$ cat src/rtl/jmbl_countdown_if.sv
// Control/status bundle for jmbl_countdown.
//   start, selector, pause : requests from the controlling agent (master drives)
//   c, busy, done, reloads : counter status returned by the countdown block (slave drives)
interface jmbl_countdown_if #(
  parameter int unsigned WIDTH = 11,
  parameter int unsigned RLD_W = 4
);
  logic             start;
  logic             selector;
  logic             pause;
  logic [WIDTH-1:0] c;
  logic             busy;
  logic             done;
  logic [RLD_W-1:0] reloads;

  modport master (
    output start, selector, pause,
    input  c, busy, done, reloads
  );

  modport slave (
    input  start, selector, pause,
    output c, busy, done, reloads
  );
endinterface

$ cat src/rtl/jmbl_countdown.sv
// Down-counter: on start (IDLE only) loads START and decrements to zero. In the zero cycle,
// selector chooses between auto-reload (stay RUN, bump saturating reload count) and stopping
// (return to IDLE). pause freezes everything while in RUN.
// Ports:
//   clk  : rising-edge clock
//   rst  : synchronous, active-high reset (highest priority)
//   bus  : slave side of jmbl_countdown_if (start/selector/pause in; c/busy/done/reloads out)
module jmbl_countdown #(
  parameter int unsigned WIDTH = 11,
  parameter int unsigned START = 200,
  parameter int unsigned RLD_W = 4
) (
  input logic            clk,
  input logic            rst,
  jmbl_countdown_if.slave bus
);

  localparam logic [WIDTH-1:0] StartVal = WIDTH'(START);
  localparam logic [RLD_W-1:0] RldMax   = '1;

  typedef enum logic {StIdle, StRun} state_e;

  state_e           r_state, w_state_next;
  logic [WIDTH-1:0] r_c, w_c_next;
  logic             r_done, w_done_next;
  logic [RLD_W-1:0] r_reloads, w_reloads_next;

  always_ff @(posedge clk) begin
    if (rst) begin
      r_state   <= StIdle;
      r_c       <= '0;
      r_done    <= 1'b0;
      r_reloads <= '0;
    end else begin
      r_state   <= w_state_next;
      r_c       <= w_c_next;
      r_done    <= w_done_next;
      r_reloads <= w_reloads_next;
    end
  end

  always_comb begin
    w_state_next   = r_state;
    w_c_next       = r_c;
    w_done_next    = 1'b0;
    w_reloads_next = r_reloads;
    case (r_state)
      StIdle: begin
        if (bus.start) begin
          w_c_next     = StartVal;
          w_state_next = StRun;
        end
      end
      StRun: begin
        if (bus.pause) begin
          // hold everything; a pause in the c==1 or c==0 cycle defers that cycle's action
        end else if (r_c > WIDTH'(1)) begin
          w_c_next = r_c - WIDTH'(1);
        end else if (r_c == WIDTH'(1)) begin
          w_c_next    = '0;
          w_done_next = 1'b1;
        end else if (bus.selector) begin
          w_c_next = StartVal;
          if (r_reloads != RldMax) w_reloads_next = r_reloads + RLD_W'(1);
        end else begin
          w_state_next = StIdle;
        end
      end
      default: w_state_next = StIdle;
    endcase
  end

  assign bus.c       = r_c;
  assign bus.busy    = (r_state == StRun);
  assign bus.done    = r_done;
  assign bus.reloads = r_reloads;

  // Safety properties
  a_c_le_start: assert property (@(posedge clk) disable iff (rst) r_c <= StartVal);
  a_done_zero:  assert property (@(posedge clk) disable iff (rst) r_done |-> (r_c == '0));
  // done is only raised from RUN and the c==1 step never leaves RUN
  a_idle_no_done: assert property (@(posedge clk) disable iff (rst)
                                   (r_state == StIdle) |-> !r_done);
  a_rld_mono: assert property (@(posedge clk) disable iff (rst)
                               !$past(rst) |-> (r_reloads >= $past(r_reloads)));

endmodule

$ cat src/flat_wrapper.sv
// flat-port wrapper written by rule: the top's interface ports become plain ports
module jmbl_countdown_flat 
#(
  parameter int unsigned WIDTH = 11,
  parameter int unsigned START = 200,
  parameter int unsigned RLD_W = 4
)
  (clk, rst, bus_start, bus_selector, bus_pause, bus_c, bus_busy, bus_done, bus_reloads);
  jmbl_countdown_if #(.WIDTH(WIDTH), .RLD_W(RLD_W)) bus_i ();
  input logic clk;
  input logic rst;
  input wire logic [$bits(bus_i.start)-1:0] bus_start;
  input wire logic [$bits(bus_i.selector)-1:0] bus_selector;
  input wire logic [$bits(bus_i.pause)-1:0] bus_pause;
  output wire logic [$bits(bus_i.c)-1:0] bus_c;
  output wire logic [$bits(bus_i.busy)-1:0] bus_busy;
  output wire logic [$bits(bus_i.done)-1:0] bus_done;
  output wire logic [$bits(bus_i.reloads)-1:0] bus_reloads;
  assign bus_i.start = bus_start;
  assign bus_i.selector = bus_selector;
  assign bus_i.pause = bus_pause;
  assign bus_c = bus_i.c;
  assign bus_busy = bus_i.busy;
  assign bus_done = bus_i.done;
  assign bus_reloads = bus_i.reloads;
  jmbl_countdown #(.WIDTH(WIDTH), .START(START), .RLD_W(RLD_W)) u_core (.clk(clk), .rst(rst), .bus(bus_i));
endmodule
$ cat config.mk
export PLATFORM = sky130hd
export DESIGN_NAME = jmbl_countdown_flat
export DESIGN_NICKNAME = d
export VERILOG_FILES = /design/src/rtl/jmbl_countdown_if.sv /design/src/rtl/jmbl_countdown.sv /design/src/flat_wrapper.sv
export SDC_FILE = /design/constraint.sdc
export NUM_CORES = 1
export LEC_CHECK = 0
export CAP_MARGIN = 20
export CELL_PAD_IN_SITES_DETAIL_PLACEMENT = 0
export CELL_PAD_IN_SITES_GLOBAL_PLACEMENT = 2
export CORE_UTILIZATION = 31
export CTS_CLUSTER_DIAMETER = 80
export CTS_CLUSTER_SIZE = 8
export DETAILED_ROUTE_END_ITERATION = 6
export HOLD_SLACK_MARGIN = 0.02
export PLACE_DENSITY_LB_ADDON = 0.1
export SLEW_MARGIN = 20
export SYNTH_ARGS = -nofsm -noshare
export SYNTH_HDL_FRONTEND = slang
export SYNTH_SLANG_ARGS = --single-unit
$ cat constraint.sdc
create_clock -name clk -period 3.8 [get_ports clk]
set_clock_uncertainty 0.15 [all_clocks]
set_input_delay 0.76 -clock clk [delete_from_list [all_inputs] [get_ports clk]]
set_output_delay 0.76 -clock clk [all_outputs]
set_load 0.1 [all_outputs]
==> reports/qor.txt, run 1 <==
ANT cells - 0
Setup violations, final - 0
Number of synthesized flops with an enable pin - 0
XOR/XNOR Fraction of Synth Area - 0%
Crit end category - output pin
Yosys warning total - 0
Area leader, netlist - dfxtp_1
Ys flop type - dfxtp_1
Initial antenna violation count - 0
Starting Density - 33.64%
Unique masters post-synth - 42
Worst Hold Slack - 0.3578 ns
Tmin final - 2.921 ns
Combinational share of power - 42.9%
Hold Path Class - reg2reg
Levels on crit path - 1
Core Area - 3128 sq um
Worst Path Required - 2.89 ns
Worst vdd ir - 0.0002278 V
Worst Tran Pin Value - 0.9761 ns
Number of global-route vias before repair - 1,038
CP delay by family, top - buffers and inverters
Status - finished, final reports clean
Mapped cell area - 1052 sq um
First-pass GRT wire length - 4.947 mm
Pin count of the biggest net entering global routing - 13
Largest family of logic cells by synthesized area - simple AND/OR/NAND/NOR gates
Hold depth - 2
Sequential power share - 38.0%
Worst skew pair latency - 0.30 ns
Setup TNS after final layout - 0 ns
Via count - 1,092
Slowest CP cell - clkdlybuf4s50_1
CTS root buf - clkbuf_4
H-tree depth - 1
Final Slew Violations - 0
Syn Nets - 132
Nets - 155
Switching Share - 45.89%
Max Cap Viol - 0
CTS tree - done
Multiplexer area fraction after synthesis - 0%
Clock tree sinks - 17
PostCTS Resize Cnt - 0
Longest Clk Path Bufs - 2
Dpl cells - 186
Io pins - 22
Layout fillers - 334
Layout cells sized above 1 - 11.64%
Critical path's largest stage delay - 1.20 ns
Vias per inst - 5.747
Post-Layout Cell Count - 190
Hpwl dp - 2.121 mm
DR DRC count - 0
Crit-path cells - clkdlybuf4s50_1
Die W - 60.26 microns
Num CTS Buffers - 3
Fmax - 0.3424 GHz
Postcts setup bufs - 0
Arr. time, crit path - 2.01 ns
Max_slew headroom - 34.72%
Startpoint Class - register
Async set-reset flop share out of synthesis - 0%
NetSw - 253.1 uW
Setup CP Type - reg2out
Tcrit/Tclk final - 76.86%
Pint - 298.4 uW
Area of the multi-input gates - 658.1 sq um
Initial DRC Count - 37
Pwr/cell area - 416.6 nW/um^2
Number of port buffers - 21
Synth Area in Simple Gates - 30.92%
Tot GR Track Use - 18.43%
Syn-to-layout area delta - 25.80%
Compound-Gate Fraction of Synth Area - 28.06%
FF/Latch Area - 340.3 sq um
Adder-cell area share of the yosys netlist - 3.567%
Post-synthesis sequential area ratio - 32.34%
Reg clk slew, reported paths - 0.11 ns
Die span in y - 60.26 microns
Top cells by area, synth - dfxtp_1 (32%), a21oi_1 (4.3%), nand2_1 (4.3%)
R2R depth - 4
RSZ-0062 raised after global routing - false
Crit Path Max Fanout - 6
Post-Synthesis Cells - 124
Gpl congestion - 0.7990
Crit path buf inv count - 1
Avg WL per Cell - 15.81 microns
Top-area cell type share of the netlist area - 32.34%
Final hold violations - 0
Clock power share - 19.1%
Final wirelength - 3.004 mm
First-pass detailed-route iteration total - 4
Antenna-violating nets left - 0
Grt ovf - 0
Hold_buf cts - 0
Syn avg cell area - 8.486 sq um
Num rows - 20
P_leak - 0.0004483 uW
Full die area - 3631 sq um
Yosys reg bits - 17
## placed cells by master, fill, tap and decap left out, drive strengths merged, types with 2 or more instances in the layout
cell,n
clkdlybuf4s50,18
dfxtp,17
nand2,12
inv,9
a21oi,9
nand3,7
nor2,6
o21ai,6
or3,5
a221oi,5
o31ai,4
buf,4
or4,4
clkbuf,4
ha,3
nor4,2
and4,2
nor3b,2
nand3b,2
a31oi,2
a211oi,2
o32ai,2
nor3,2
a211o,2
## synth_stat cells (2+ instances only)
library cell / instances
a211oi_1: 2
a21oi_1: 9
a221oi_1: 5
a31oi_1: 2
and4_2: 2
clkbuf_1: 2
dfxtp_1: 17
ha_1: 3
inv_1: 9
nand2_1: 12
nand3_1: 7
nand3b_1: 2
nor2_1: 6
nor3b_1: 2
nor4_4: 2
o21ai_0: 6
o31ai_1: 4
o32ai_1: 2
or3_1: 5
or4_1: 3
## cells by family (layout without fill, tap and decap cells)
family / Yosys count / after routing
buffers and inverters: 13 / 35
AND/OR/NAND/NOR: 50 / 50
flip-flops: 17 / 17
AO/OA/AOI/OAI: 41 / 41
adder cells (fa/ha/maj): 3 / 3
## layout make-up
type / instances / share of cell area (%)
repair buffers: 22 / 15.88
inverters: 9 / 2.552
clock buffers: 4 / 1.985
well taps: 44 / 4.159
flip-flops and latches: 17 / 25.71
multi-input cells: 94 / 49.72
## metal layers
| metal | global-route usage [%] | share of wire [%] |
|---|---|---|
| met1 | 24.61 | 48 |
| met2 | 28.10 | 46 |
| met3 | 6.277 | 5.1 |
| met4 | 4.651 | 0.63 |
| met5 | 0 | 0 |
## through the flow
step	instance area, sq um	utilization [%]	total power, uW	setup WS [ns]
detailed placement	1297	41.48	448.5	0.8605
floorplan	1052	-	393.9	0.9048
finish	1324	42.32	551.5	0.8795
CTS	1324	42.32	552.9	0.8904
global route	1324	42.32	581.6	0.8315
global placement	1297	41.48	450.6	0.8983
## worst register-to-register path: cells and delay by family (launching register included)
family	cells	cell delay [ns]
compound gates	1	0.14
flops	1	0.43
simple gates	3	1.68
## final timing paths
check | from | to | slack, ns
worst max-delay path | u_core.bus.c[5] | bus_c[5] | 0.88
worst min-delay path | u_core.bus.reloads[3] | u_core.bus.reloads[3] | 0.36
worst max register to register | u_core.bus.c[4] | u_core.bus.reloads[3] | 1.34
worst min register to register | u_core.bus.reloads[3] | u_core.bus.reloads[3] | 0.36
## sequential cells by signal, summed over array words and instances, names as in the netlist
signal              cells
u_core.bus.busy         1
u_core.bus.c           11
u_core.bus.done         1
u_core.bus.reloads      4
## power by group through the flow
| stage | clock network (uW) | logic (uW) | registers (uW) |
|---|---|---|---|
| finish | 105 | 236 | 210 |
| CTS | 108 | 235 | 210 |
| detailed placement | 0 | 235 | 214 |
| global route | 114 | 255 | 212 |
| floorplan | 0 | 107 | 287 |
| global placement | 0 | 237 | 214 |
No activity file was read; power rests on OpenSTA's default activity.
==> run 2, diff against run 1 <==
--- a/config.mk
+++ b/config.mk
@@ -8,7 +8,7 @@
 export CAP_MARGIN = 20
 export CELL_PAD_IN_SITES_DETAIL_PLACEMENT = 0
 export CELL_PAD_IN_SITES_GLOBAL_PLACEMENT = 2
-export CORE_UTILIZATION = 31
+export CORE_UTILIZATION = 26
 export CTS_CLUSTER_DIAMETER = 80
 export CTS_CLUSTER_SIZE = 8
 export DETAILED_ROUTE_END_ITERATION = 6
==> constraint.sdc (replaced) <==
create_clock -name clk -period 2.52 [get_ports clk]
set_clock_uncertainty 0.15 [all_clocks]
set_input_delay 0.504 -clock clk [delete_from_list [all_inputs] [get_ports clk]]
set_output_delay 0.504 -clock clk [all_outputs]
set_load 0.1 [all_outputs]
==> run 2 against run 1 <==
Power is 67% higher. Sequential share of layout area is 1.0 points lower. Sequential cell count stayed put. Design area is 5.0% higher. Register-to-register slack worse by 1.0 ns. Wire length is 6.1% higher. Critical path type is now reg2reg.
==> reports/qor.txt, run 2 (synthesis results as in run 1) <==
Setup TNS after final layout - 0 ns
CTS tree - done
DR DRC count - 0
Layout fillers - 409
Post-Layout Cell Count - 204
Longest Clk Path Bufs - 2
Fmax - 0.4503 GHz
Gpl congestion - 0.7869
Reg clk slew, reported paths - 0.07 ns
Dpl cells - 199
Hold_buf cts - 0
Arr. time, crit path - 2.22 ns
Tmin final - 2.221 ns
Nets - 165
Max_slew headroom - 60.52%
Status - finished, final reports clean
Startpoint Class - register
H-tree depth - 1
Number of port buffers - 21
First-pass detailed-route iteration total - 4
Hold Path Class - reg2reg
Final wirelength - 3.187 mm
Final Slew Violations - 0
Worst vdd ir - 0.0002829 V
Setup violations, final - 0
FF/Latch Area - 342.8 sq um
Die W - 65.62 microns
RSZ-0062 raised after global routing - false
Slowest CP cell - nor3b_1
Tot GR Track Use - 16.90%
Starting Density - 27.90%
Antenna-violating nets left - 0
CTS root buf - clkbuf_8
R2R depth - 7
Clock tree sinks - 17
Worst skew pair latency - 0.25 ns
Hold depth - 2
Core Area - 3771 sq um
Leading cell type in the layout, fill and taps excluded - buf_4
Crit Path Max Fanout - 11
Setup CP Type - reg2reg
Worst Tran Pin Value - 0.5909 ns
Commonest non-fill, non-tap cells in the layout - buf_4 (28), dfxtp_1 (15), nand2_1 (12), inv_1 (9), a21oi_1 (9)
Num CTS Buffers - 3
PostCTS Resize Cnt - 0
Vias per inst - 5.373
Crit-path cells - inv_1 -> ha_1 -> nor3b_1 -> nand4b_1 -> buf_4 -> nand2_1 -> o221a_2
Worst Hold Slack - 0.3477 ns
Grt ovf - 0
Postcts setup bufs - 0
First-pass GRT wire length - 5.464 mm
Hpwl dp - 2.323 mm
P_leak - 0.0005293 uW
Io pins - 22
Die span in y - 65.62 microns
Worst setup path end - u_core.bus.c[3]
ANT cells - 0
Final hold violations - 0
Tcrit/Tclk final - 88.12%
Via count - 1,096
Dpl cell area - 1338 sq um
Full die area - 4305 sq um
Initial DRC Count - 67
Max Cap Viol - 0
Initial antenna violation count - 0
Num rows - 22
Area of the multi-input gates - 658.1 sq um
Worst reg2reg endpoint - u_core.bus.c[3]
FF-to-FF setup slack - 0.30 ns
Syn-to-layout area delta - 32.10%
Number of global-route vias before repair - 1,088
Crit end category - register
Crit. Startpoint - u_core.bus.c[1]
R2r startpoint - u_core.bus.c[1]
Avg WL per Cell - 15.62 microns
Max FFs per register - 11
Final instance area - 1390 sq um
Worst Path Required - 2.52 ns
Layout cells sized above 1 - 27.56%
Pwr/cell area - 660.6 nW/um^2
Pin count of the biggest net entering global routing - 12
Critical path's largest stage delay - 0.52 ns
[run 2: cell count changes in the layout (fill, tap and decap cells not counted)]
cell             change
buf_4               +24
clkdlybuf4s50_1     -14
clkbuf_4             -3
clkbuf_8             +3
dfxtp_1              -2
dfxtp_2              +2
[run 2: stage by stage]
stage,power [uW],util [%],setup WS [ns]
finish,918.3,36.86,0.2995
global route,974.9,36.86,0.2195
detailed placement,703.3,35.47,0.04406
CTS,927.7,36.66,0.1060
global placement,703.7,35.47,0.07727
floorplan,594.4,-,-0.04996
[run 2: layout make-up]
cell class,count,share of cell area [%]
multi-input combinational,94,47.34
sequential,17,24.66
timing repair buffer,32,18.00
tap,48,4.320
clock buffer,4,3.240
inverter,9,2.430
[run 2: power by group]
| part | leakage (uW) | total (uW) | switching, uW | internal (uW) |
|---|---|---|---|---|
| logic | 0.000367 | 388 | 263 | 125 |
| clock network | 0.0000228 | 214 | 101 | 112 |
| registers | 0.000139 | 317 | 31.2 | 285 |
[run 2: critical path, delay by kind of cell, from the launching register on]
kind | cells | cell delay [ns]
compound gates | 1 | 0.28
flops | 1 | 0.36
simple gates | 3 | 0.81
buf+inv | 2 | 0.29
fa+ha+maj | 1 | 0.22
[run 2: worst min path at each step]
| stage | to | slack (ns) | from |
|---|---|---|---|
| 2_1_floorplan | u_core.bus.c[1] | 0.53 | rst |
| 3_3_place_gp | u_core.bus.reloads[3] | 0.33 | u_core.bus.reloads[3] |
| 3_5_place_dp | u_core.bus.reloads[3] | 0.34 | u_core.bus.reloads[3] |
| 4_1_cts | u_core.bus.reloads[3] | 0.35 | u_core.bus.reloads[3] |
| 5_1_grt | u_core.bus.reloads[3] | 0.39 | u_core.bus.reloads[3] |
| 6_report | u_core.bus.reloads[3] | 0.35 | u_core.bus.reloads[3] |
[run 2: per-layer routing]
metal  up-vias  wire length, microns  GRT usage [%]
met5         -                     0              0
met4         0                    14          3.804
met3         2                   117          4.340
met2        23                  1488          26.68
met1       523                  1566          22.84
li1        548                     -              -
==> run 3, diff against run 2 <==
--- a/config.mk
+++ b/config.mk
@@ -5,7 +5,6 @@
 export SDC_FILE = /design/constraint.sdc
 export NUM_CORES = 1
 export LEC_CHECK = 0
-export CAP_MARGIN = 20
 export CELL_PAD_IN_SITES_DETAIL_PLACEMENT = 0
 export CELL_PAD_IN_SITES_GLOBAL_PLACEMENT = 2
 export CORE_UTILIZATION = 26
==> results of run 3 <==
Same layout as run 2: the final DEF is identical, and so are final timing and power.
